<file path="src/rtl/cash_display_ctrl_if.sv">
// Amount handshake between the game logic and the cash display controller.
interface cash_display_ctrl_if #(
  parameter int unsigned VAL_W = 17
);
  logic [VAL_W-1:0] amt;
  logic             amt_valid;
  logic             amt_ready;

  modport master (output amt, output amt_valid, input amt_ready);
  modport slave  (input amt, input amt_valid, output amt_ready);
endinterface

</file>
<file path="src/rtl/cash_display_ctrl.sv">
// Cash amount overlay: sequential double-dabble, frame-synchronous commit, 2-stage glyph renderer.
// Optional leading-zero blanking is enabled by defining CASH_LZB_EN.
module cash_display_ctrl #(
  parameter int unsigned SCALE  = 1,
  parameter int unsigned DIGITS = 5,
  parameter int unsigned VAL_W  = 17
) (
  input  logic                clk,
  input  logic                rst,
  input  logic [9:0]          Q_X,
  input  logic [9:0]          Q_Y,
  input  logic [9:0]          pos_x,
  input  logic [9:0]          pos_y,
  input  logic                frame_start,
  cash_display_ctrl_if.slave  bus,
  output logic                busy,
  output logic                overflow,
  output logic                visible
);

  localparam int unsigned BcdW   = 4 * DIGITS;
  localparam int unsigned CntW   = $clog2(VAL_W + 1);
  localparam int unsigned FieldW = DIGITS * 8 * SCALE;
  localparam int unsigned CellH  = 8 * SCALE;

  function automatic logic [63:0] max_val(int unsigned n);
    logic [63:0] v;
    v = 64'd1;
    for (int unsigned i = 0; i < n; i++) v = v * 64'd10;
    return v - 64'd1;
  endfunction

  localparam logic [63:0] MaxVal = max_val(DIGITS);

  // Rows top to bottom, MSB of each byte is the leftmost pixel.
  function automatic logic [63:0] glyph(logic [3:0] d);
    case (d)
      4'd0:    return 64'h3C666E7666663C00;
      4'd1:    return 64'h183818181818_7E00;
      4'd2:    return 64'h3C66060C30607E00;
      4'd3:    return 64'h3C66061C06663C00;
      4'd4:    return 64'h0C1C3C6C7E0C0C00;
      4'd5:    return 64'h7E607C0606663C00;
      4'd6:    return 64'h3C607C6666663C00;
      4'd7:    return 64'h7E060C1830303000;
      4'd8:    return 64'h3C66663C66663C00;
      4'd9:    return 64'h3C66663E060C3800;
      default: return 64'h0;
    endcase
  endfunction

  typedef enum logic [1:0] {StIdle, StConvert, StPending} state_e;

  state_e            state_q, state_d;
  logic [VAL_W-1:0]  shreg_q;
  logic [BcdW-1:0]   scratch_q, adj;
  logic [BcdW-1:0]   disp_q;
  logic [CntW-1:0]   cnt_q;
  logic              sat_q, sat_in;

  // FSM: state register
  always_ff @(posedge clk) begin
    if (rst) state_q <= StIdle;
    else     state_q <= state_d;
  end

  // FSM: next state
  always_comb begin
    state_d = state_q;
    case (state_q)
      StIdle:    if (bus.amt_valid) state_d = StConvert;
      StConvert: if (cnt_q == CntW'(1)) state_d = StPending;
      StPending: if (frame_start) state_d = StIdle;
      default:   state_d = StIdle;
    endcase
  end

  // FSM: outputs
  always_comb begin
    bus.amt_ready = (state_q == StIdle);
    busy          = (state_q != StIdle);
  end

  assign sat_in = 64'(bus.amt) > MaxVal;

  always_comb begin
    adj = scratch_q;
    for (int i = 0; i < DIGITS; i++) begin
      if (scratch_q[i*4 +: 4] >= 4'd5) adj[i*4 +: 4] = scratch_q[i*4 +: 4] + 4'd3;
    end
  end

  always_ff @(posedge clk) begin
    if (rst) begin
      shreg_q   <= '0;
      scratch_q <= '0;
      cnt_q     <= '0;
      sat_q     <= 1'b0;
      disp_q    <= '0;
      overflow  <= 1'b0;
    end else begin
      case (state_q)
        StIdle: begin
          if (bus.amt_valid) begin
            shreg_q   <= bus.amt;
            scratch_q <= sat_in ? {DIGITS{4'h9}} : '0;
            sat_q     <= sat_in;
            cnt_q     <= CntW'(VAL_W);
          end
        end
        StConvert: begin
          cnt_q   <= cnt_q - CntW'(1);
          shreg_q <= shreg_q << 1;
          // A saturated amount keeps its preset nines.
          if (!sat_q) scratch_q <= {adj[BcdW-2:0], shreg_q[VAL_W-1]};
        end
        StPending: begin
          if (frame_start) begin
            disp_q   <= scratch_q;
            overflow <= sat_q;
          end
        end
        default: ;
      endcase
    end
  end

  // Pixel pipeline, stage 1: zone test and digit/row/column lookup.
  logic [10:0] dx, dy, cell_x;
  logic        zone;
  logic [3:0]  digit;
  logic        lit_ok;
  logic        zone_q;
  logic [3:0]  digit_q;
  logic [2:0]  row_q, col_q;
  logic [63:0] g;
`ifdef CASH_LZB_EN
  logic        lead;
`endif

  always_comb begin
    dx     = {1'b0, Q_X} - {1'b0, pos_x};
    dy     = {1'b0, Q_Y} - {1'b0, pos_y};
    zone   = (Q_X >= pos_x) && (16'(Q_X) < 16'(pos_x) + 16'(FieldW)) &&
             (Q_Y >= pos_y) && (16'(Q_Y) < 16'(pos_y) + 16'(CellH));
    cell_x = dx / 11'(SCALE);
    digit  = 4'd0;
    lit_ok = 1'b1;
`ifdef CASH_LZB_EN
    lead   = 1'b1;
`endif
    for (int i = 0; i < DIGITS; i++) begin
      if (cell_x[10:3] == 8'(i)) begin
        digit = disp_q[(DIGITS-1-i)*4 +: 4];
`ifdef CASH_LZB_EN
        lit_ok = !(lead && (disp_q[(DIGITS-1-i)*4 +: 4] == 4'd0) && (i != DIGITS - 1));
`endif
      end
`ifdef CASH_LZB_EN
      lead = lead && (disp_q[(DIGITS-1-i)*4 +: 4] == 4'd0);
`endif
    end
  end

  always_ff @(posedge clk) begin
    if (rst) begin
      zone_q  <= 1'b0;
      digit_q <= '0;
      row_q   <= '0;
      col_q   <= '0;
    end else begin
      zone_q  <= zone && lit_ok;
      digit_q <= digit;
      row_q   <= 3'(dy / 11'(SCALE));
      col_q   <= cell_x[2:0];
    end
  end

  // Stage 2: font row fetch and pixel select.
  assign g = glyph(digit_q);

  always_ff @(posedge clk) begin
    if (rst) visible <= 1'b0;
    else     visible <= zone_q && g[{~row_q, 3'b000} + {3'b000, ~col_q}];
  end

endmodule
</file>
<file path="src/flat_wrapper.sv">
// flat-port wrapper written by rule: the top's interface ports become plain ports
module cash_display_ctrl_flat 
#(
  parameter int unsigned SCALE  = 1,
  parameter int unsigned DIGITS = 5,
  parameter int unsigned VAL_W  = 17
)
  (clk, rst, Q_X, Q_Y, pos_x, pos_y, frame_start, busy, overflow, visible, bus_amt, bus_amt_valid, bus_amt_ready);
  cash_display_ctrl_if #(.VAL_W(VAL_W)) bus_i ();
  input  logic clk;
  input  logic rst;
  input  logic [9:0] Q_X;
  input  logic [9:0] Q_Y;
  input  logic [9:0] pos_x;
  input  logic [9:0] pos_y;
  input  logic frame_start;
  output logic busy;
  output logic overflow;
  output logic visible;
  input wire logic [$bits(bus_i.amt)-1:0] bus_amt;
  input wire logic [$bits(bus_i.amt_valid)-1:0] bus_amt_valid;
  output wire logic [$bits(bus_i.amt_ready)-1:0] bus_amt_ready;
  assign bus_i.amt = bus_amt;
  assign bus_i.amt_valid = bus_amt_valid;
  assign bus_amt_ready = bus_i.amt_ready;
  cash_display_ctrl #(.SCALE(SCALE), .DIGITS(DIGITS), .VAL_W(VAL_W)) u_core (.clk(clk), .rst(rst), .Q_X(Q_X), .Q_Y(Q_Y), .pos_x(pos_x), .pos_y(pos_y), .frame_start(frame_start), .bus(bus_i), .busy(busy), .overflow(overflow), .visible(visible));
endmodule
</file>
<file path="config.mk">
export PLATFORM = sky130hd
export DESIGN_NAME = cash_display_ctrl_flat
export DESIGN_NICKNAME = d
export VERILOG_FILES = /design/src/rtl/cash_display_ctrl_if.sv /design/src/rtl/cash_display_ctrl.sv /design/src/flat_wrapper.sv
export SDC_FILE = /design/constraint.sdc
export NUM_CORES = 1
export LEC_CHECK = 0
export CAP_MARGIN = 20
export CORE_MARGIN = 2
export CORE_UTILIZATION = 58
export CTS_CLUSTER_SIZE = 28
export DETAILED_ROUTE_END_ITERATION = 10
export PLACE_DENSITY = 0.81
export REMOVE_ABC_BUFFERS = 1
export SETUP_SLACK_MARGIN = 0.3
export SLEW_MARGIN = 25
export SYNTH_ARGS = -nofsm -noshare
export SYNTH_HDL_FRONTEND = slang
export SYNTH_SLANG_ARGS = --single-unit
</file>
<file path="constraint.sdc">
create_clock -name clk -period 5.1 [get_ports clk]
set_input_delay 1.02 -clock clk [delete_from_list [all_inputs] [get_ports clk]]
set_output_delay 1.02 -clock clk [all_outputs]
set_load 0.1 [all_outputs]
</file>
# After elaboration in Yosys (flattened, before gate mapping)

Memories as Yosys holds them, arrays and structs flattened. A register that Yosys moved wholly into a read port is not among the register bits.
Cells that the tools add are included.

Add/subtract/negate cells: 11
$lt $le $gt $ge: 11
Eq/ne operators: 11
Muxes and demuxes: 25
Bitwise operators: 2
Reductions and logical operators: 13

Operators by type and width:

| operator                                                                             | count |
|---|---|
| 20-bit 2-to-1 mux                                                                    | 3 |
| 4-bit 2-to-1 mux                                                                     | 10 |
| 20-bit one-hot mux with 2 select lines                                               | 1 |
| 17-bit one-hot mux with 2 select lines                                               | 1 |
| 10-bit greater-or-equal comparator                                                   | 2 |
| 4-bit by 3-bit greater-or-equal comparator with 1-bit output (second input constant) | 5 |
| 17-bit greater-than comparator (second input constant)                               | 1 |
| 17-bit 2-to-1 mux                                                                    | 1 |
| 4-bit by 2-bit adder with 4-bit output (second input constant)                       | 4 |
| 8-bit by 2-bit equality test with 1-bit output (second input constant)               | 2 |
| 10-bit by 16-bit less-than comparator with 1-bit output                              | 1 |
| 10-bit by 4-bit adder with 11-bit output (second input constant)                     | 1 |
| 10-bit by 6-bit adder with 11-bit output (second input constant)                     | 1 |
| 10-bit by 11-bit less-than comparator with 1-bit output                              | 1 |
| 10-bit by 10-bit subtractor with 11-bit output                                       | 1 |
| 5-bit one-hot mux with 2 select lines                                                | 1 |
| 8-bit by 1-bit equality test with 1-bit output (second input constant)               | 1 |
| 8-bit by 3-bit equality test with 1-bit output (second input constant)               | 1 |
| 8-bit zero test                                                                      | 1 |
| 6-bit by 7-bit less-than comparator with 1-bit output (second input constant)        | 1 |
| 6-bit by 3-bit adder with 6-bit output                                               | 1 |
| 1-bit binary-select mux with 6-bit select                                            | 1 |
| 2-bit 2-to-1 mux                                                                     | 3 |
| 2-bit inequality test (second input constant)                                        | 3 |
| 17 further kinds                                                                     | 25 |

Flip-flop bits (word level): 74
Memory bits (read-only): 672
Word-level logic and storage cells: 85
Memories: 1

Memories:

| name            | depth | bits a word | read ports | clocked after Yosys merged registers in | wr ports | RTL line                | text |
|---|---|---|---|---|---|---|---|
| (no name shown) | 16    | 42          | 1          | 1                                       | 0        | cash_display_ctrl.sv:37 | `case (d)` |

# Logic depth before layout (Yosys ltp)

Depth in word-level cells: 8
Depth in mapped cells: 15
Depth with buffers taken out: 15

# Worst setup path after synthesis

No wires, ideal clock.

Path kind: input to register
Start point: input Q_X[0]
End point: register, netlist name u_core.g[17]
Data arrival time: 4281 ps
Path slack: 743 ps
Stages: 15
Cells stage by stage: inv_1 ha_1 inv_1 fa_1 a21o_1 a211oi_1 nor2_1 nor4_4 a22oi_1 nor3_2 inv_1 ha_1 nor3b_1 nor2b_1 o22ai_1

Longest elaborated chain between the ends: 8
Elaborated cells between the ends (all ways): 12

Ends and longest elaborated chain:

| element                                          | RTL line                 | text |
|---|---|---|
| start: declaration                               | flat_wrapper.sv:12       | `input logic [9:0] Q_X;` |
| 10-bit by 10-bit subtractor with 11-bit output * | cash_display_ctrl.sv:142 | `dx = {1'b0, Q_X} - {1'b0, pos_x};` |
| 8-bit zero test                                  | cash_display_ctrl.sv:153 | `if (cell_x[10:3] == 8'(i)) begin` |
| 4-bit 2-to-1 mux (4 in series)                   | cash_display_ctrl.sv:153 |  |
| 4-bit 2-to-1 mux *                               | cash_display_ctrl.sv:153 |  |
| 4-bit 2-to-1 mux (no source line) *              | --                       |  |

Mark *: on every way between the ends. The rest lies on a longest branch, timed or not.
A chain may end at the register's enable or synchronous reset.

# Worst setup path after layout

Start point: input pos_x[0]
End point: register, netlist name u_core.g[17]

Longest elaborated chain between the ends: 8
Elaborated cells between the ends (all ways): 12

Ends and longest elaborated chain:

| element                                          | RTL line                 | text |
|---|---|---|
| start: declaration                               | flat_wrapper.sv:14       | `input logic [9:0] pos_x;` |
| 10-bit by 10-bit subtractor with 11-bit output * | cash_display_ctrl.sv:142 |  |
| 8-bit zero test                                  | cash_display_ctrl.sv:153 |  |
| 4-bit 2-to-1 mux (4 in series)                   | cash_display_ctrl.sv:153 |  |
| 4-bit 2-to-1 mux *                               | cash_display_ctrl.sv:153 |  |
| 4-bit 2-to-1 mux (no source line) *              | --                       |  |

Marks and branches as above.

==> impl_metrics.yaml <==
detailed_routing:
  ant_nets: 0
  finalWirelength_um: 14700
  wire_per_inst_um: 15.3
  drt-initial-drc-count: 380
  drt-pass1-iter-count: 6
  dr_total_vias: 5646
  vias_per_cell: 5.87
  drcViolationCount: 0
logic_synthesis:
  ys_warn_count: 0
  muxShareOfSynthArea: 0.0352
  synth-edff-count: 0
  synth_adder_area_share: 0.112
  ys_ff_latch: 107
  synth-xor-area-share: 0.0346
  synth.distinct_cells: 66
  synth_area_um2: 6370
  synth-simple-area-share: 0.188
  synth_compound_area_frac: 0.238
  synthArstFlopShare: 0
  seq_area_frac_synth: 0.336
  synth_top_family_by_area: "compound AO/OA/AOI/OAI gates"
  syn_avg_cell_area_um2: 8.21
  syn_inst: 776
  ys.flop_type: "dfxtp_1"
setup_path:
  worstSetupPathType: "in2reg"
  crit_arrival_ns: 4.69
  crit_path_max_fanout: 9
  critPathLaunchType: "primary input"
  timing.critical_path.required_ns: 5.35
  end_kind: "flip-flop"
die:
  io_pins: 65
  coreArea_um2: 10800
  dieHeight_um: 109
  fp.dieArea_um2: 11800
  die_w_um: 109
  initial_core_util: 0.590
  num_rows: 38
grt:
  gr-usage-met1: 0.310
  grt_busiest_layer: "met2"
  grt.met2_usage: 0.439
  track_usage: 0.251
  grt.overflow.total: 0
  gr-usage-met3: 0.0454
  grt_max_degree: 74
  grt_pass1_vias: 5375
  antenna_found_initial: 0
  grt_pass1_wl_um: 23900
sta:
  fmax_mhz: 225
  clock_skew_ns: 0.0135
  tightest_slew_ns: 0.981
  period_minus_slack_ns: 4.45
  setup_viol: 0
  fin_tns_setup_ns: 0
  drv_slew: 0
  hold_viol: 0
  maxSlewHeadroom: 0.344
  period_share: 0.872
  rsz0062_at_grt: "no"
clocking:
  clockRootBuffer: "clkbuf_8"
  clkLatencyLatePin_ns: 0.39
  clock_sinks: 107
  cts-htree-levels: 3
  clkSlewWorstSetupHoldPaths_ns: 0.10
  cts_setup_buffers: 0
  cts_tree: "built"
  cts_buffers: 9
  holdBufCountCts: 0
  cts_max_path_buffers: 2
final_layout:
  nets: 934
  drive_above_1_share: 0.0620
  layout_commonest_cell: "dfxtp_1"
  antenna_cells: 0
  area_growth_pct: 13.7
  layout_common_cells: "dfxtp_1, nand2_1, a21oi_1, clkdlybuf4s50_1, ha_1"
place:
  dp.final_hpwl_um: 10900
  routabilityCongestion: 0.945
  portBuffers: 64
power_and_ir_drop:
  leakagePower_uw: 0.00277
  power_uw: 1910
  pwr_density_cell_nw_per_um2: 264
  ir_drop_mv: 0.257
hold_path:
  hp-class: "reg2reg"
run:
  drv_cap: 0
outcome:
  status: "complete, no violations"
[sequential cells by signal, indices dropped and copies added (netlist names)]
register / flops
u_core.zone_q: 1
u_core.row_q: 3
u_core.col_q: 3
u_core.overflow: 1
u_core.disp_q: 20
u_core.visible: 1
u_core.scratch_q: 20
u_core.shreg_q: 17
u_core.cnt_q: 5
u_core.g: 33
u_core.state_q: 2
u_core.sat_q: 1
[synthesized netlist by cell type (all sizes together), types with 10 or more instances]
library cell / number / area, µm²
dfxtp: 107 / 2140
nand2: 98 / 368
a21oi: 85 / 433
ha: 54 / 676
o21ai: 49 / 260
inv: 47 / 176
nor2: 41 / 154
a22oi: 39 / 307
clkbuf: 31 / 116
nor3: 29 / 155
xnor2: 17 / 168
a211oi: 15 / 130
nand2b: 14 / 87.6
buf: 11 / 61.3
nor2b: 11 / 68.8
mux2i: 10 / 100
nand3: 10 / 50.1
[cells by family (layout without fill, tap and decap cells)]
family          Yosys count  count (layout)
compound gates          237             237
xor+xnor                 23              23
fa+ha+maj                56              56
buf+inv                  89             135
flops                   107             107
mux                      19              19
simple gates            245             245
[final cells by class]
cell class	count	area, µm²
well taps	140	175
fillers	878	3550
clock buffers	10	128
multi-input cells	580	3880
clock inverters	6	46.3
flip-flops and latches	107	2140
inverters	47	176
repair buffers	72	696
[critical path, stage by stage]
cell and delay [ns]:
clkdlybuf4s50_1 0.48, ha_1 0.19, inv_1 0.06, fa_1 0.43
a211oi_2 0.27, nor2_1 0.11, a311o_1 0.38, mux2i_1 0.21
o211ai_2 0.27, nor3_2 0.26, inv_1 0.12, ha_1 0.38
nor3b_2 0.20, nor2b_1 0.19, o22ai_1 0.11
[worst paths after layout]
kind	endpoint	depth (start not counted)	from	slack, ns
hold reg to reg	u_core.overflow$_SDFFE_PP0P_	2	u_core.overflow$_SDFFE_PP0P_	0.46
hold / removal	u_core.overflow$_SDFFE_PP0P_	2	u_core.overflow$_SDFFE_PP0P_	0.46
setup reg to reg	u_core.g[17]$_DFF_P_	11	u_core.disp_q[5]$_SDFFE_PP0P_	2.60
setup / recovery	u_core.g[17]$_DFF_P_	15	pos_x[0]	0.65
[what timing repair did]
| item | in CTS | in global routing |
|---|---|---|
| gates resized for setup | 0 | 1 |
| endpoints found under the setup margin | 0 | 4 |
| endpoints found under the hold margin | 0 | 0 |
[layer usage]
layer / up-vias / wire length (µm)
met5: - / 0
met4: 0 / 205
met3: 21 / 596
met2: 123 / 7300
met1: 2661 / 6570
li1: 2841 / -
[metrics by stage]
stage | util | cells | hold slack (ns) | setup WS (ns) | instance area [µm²]
2_1_floorplan | - | 734 | 0.425 | 0.740 | 6190
3_3_place_gp | 0.654 | 946 | 0.442 | 0.358 | 7060
3_5_place_dp | 0.654 | 946 | 0.449 | 0.240 | 7060
4_1_cts | 0.671 | 962 | 0.462 | 0.613 | 7240
5_1_grt | 0.671 | 962 | 0.479 | 0.334 | 7240
6_report | 0.671 | 962 | 0.462 | 0.655 | 7240
[report_power, final]
group          total, µW  switching (µW)  leakage, µW  internal [µW]
clock                477             295    0.0000837            182
combinational        509             293      0.00182            216
sequential           925            47.8     0.000870            877
total               1910             636      0.00277           1270
Power figures use the tool's default switching activity.
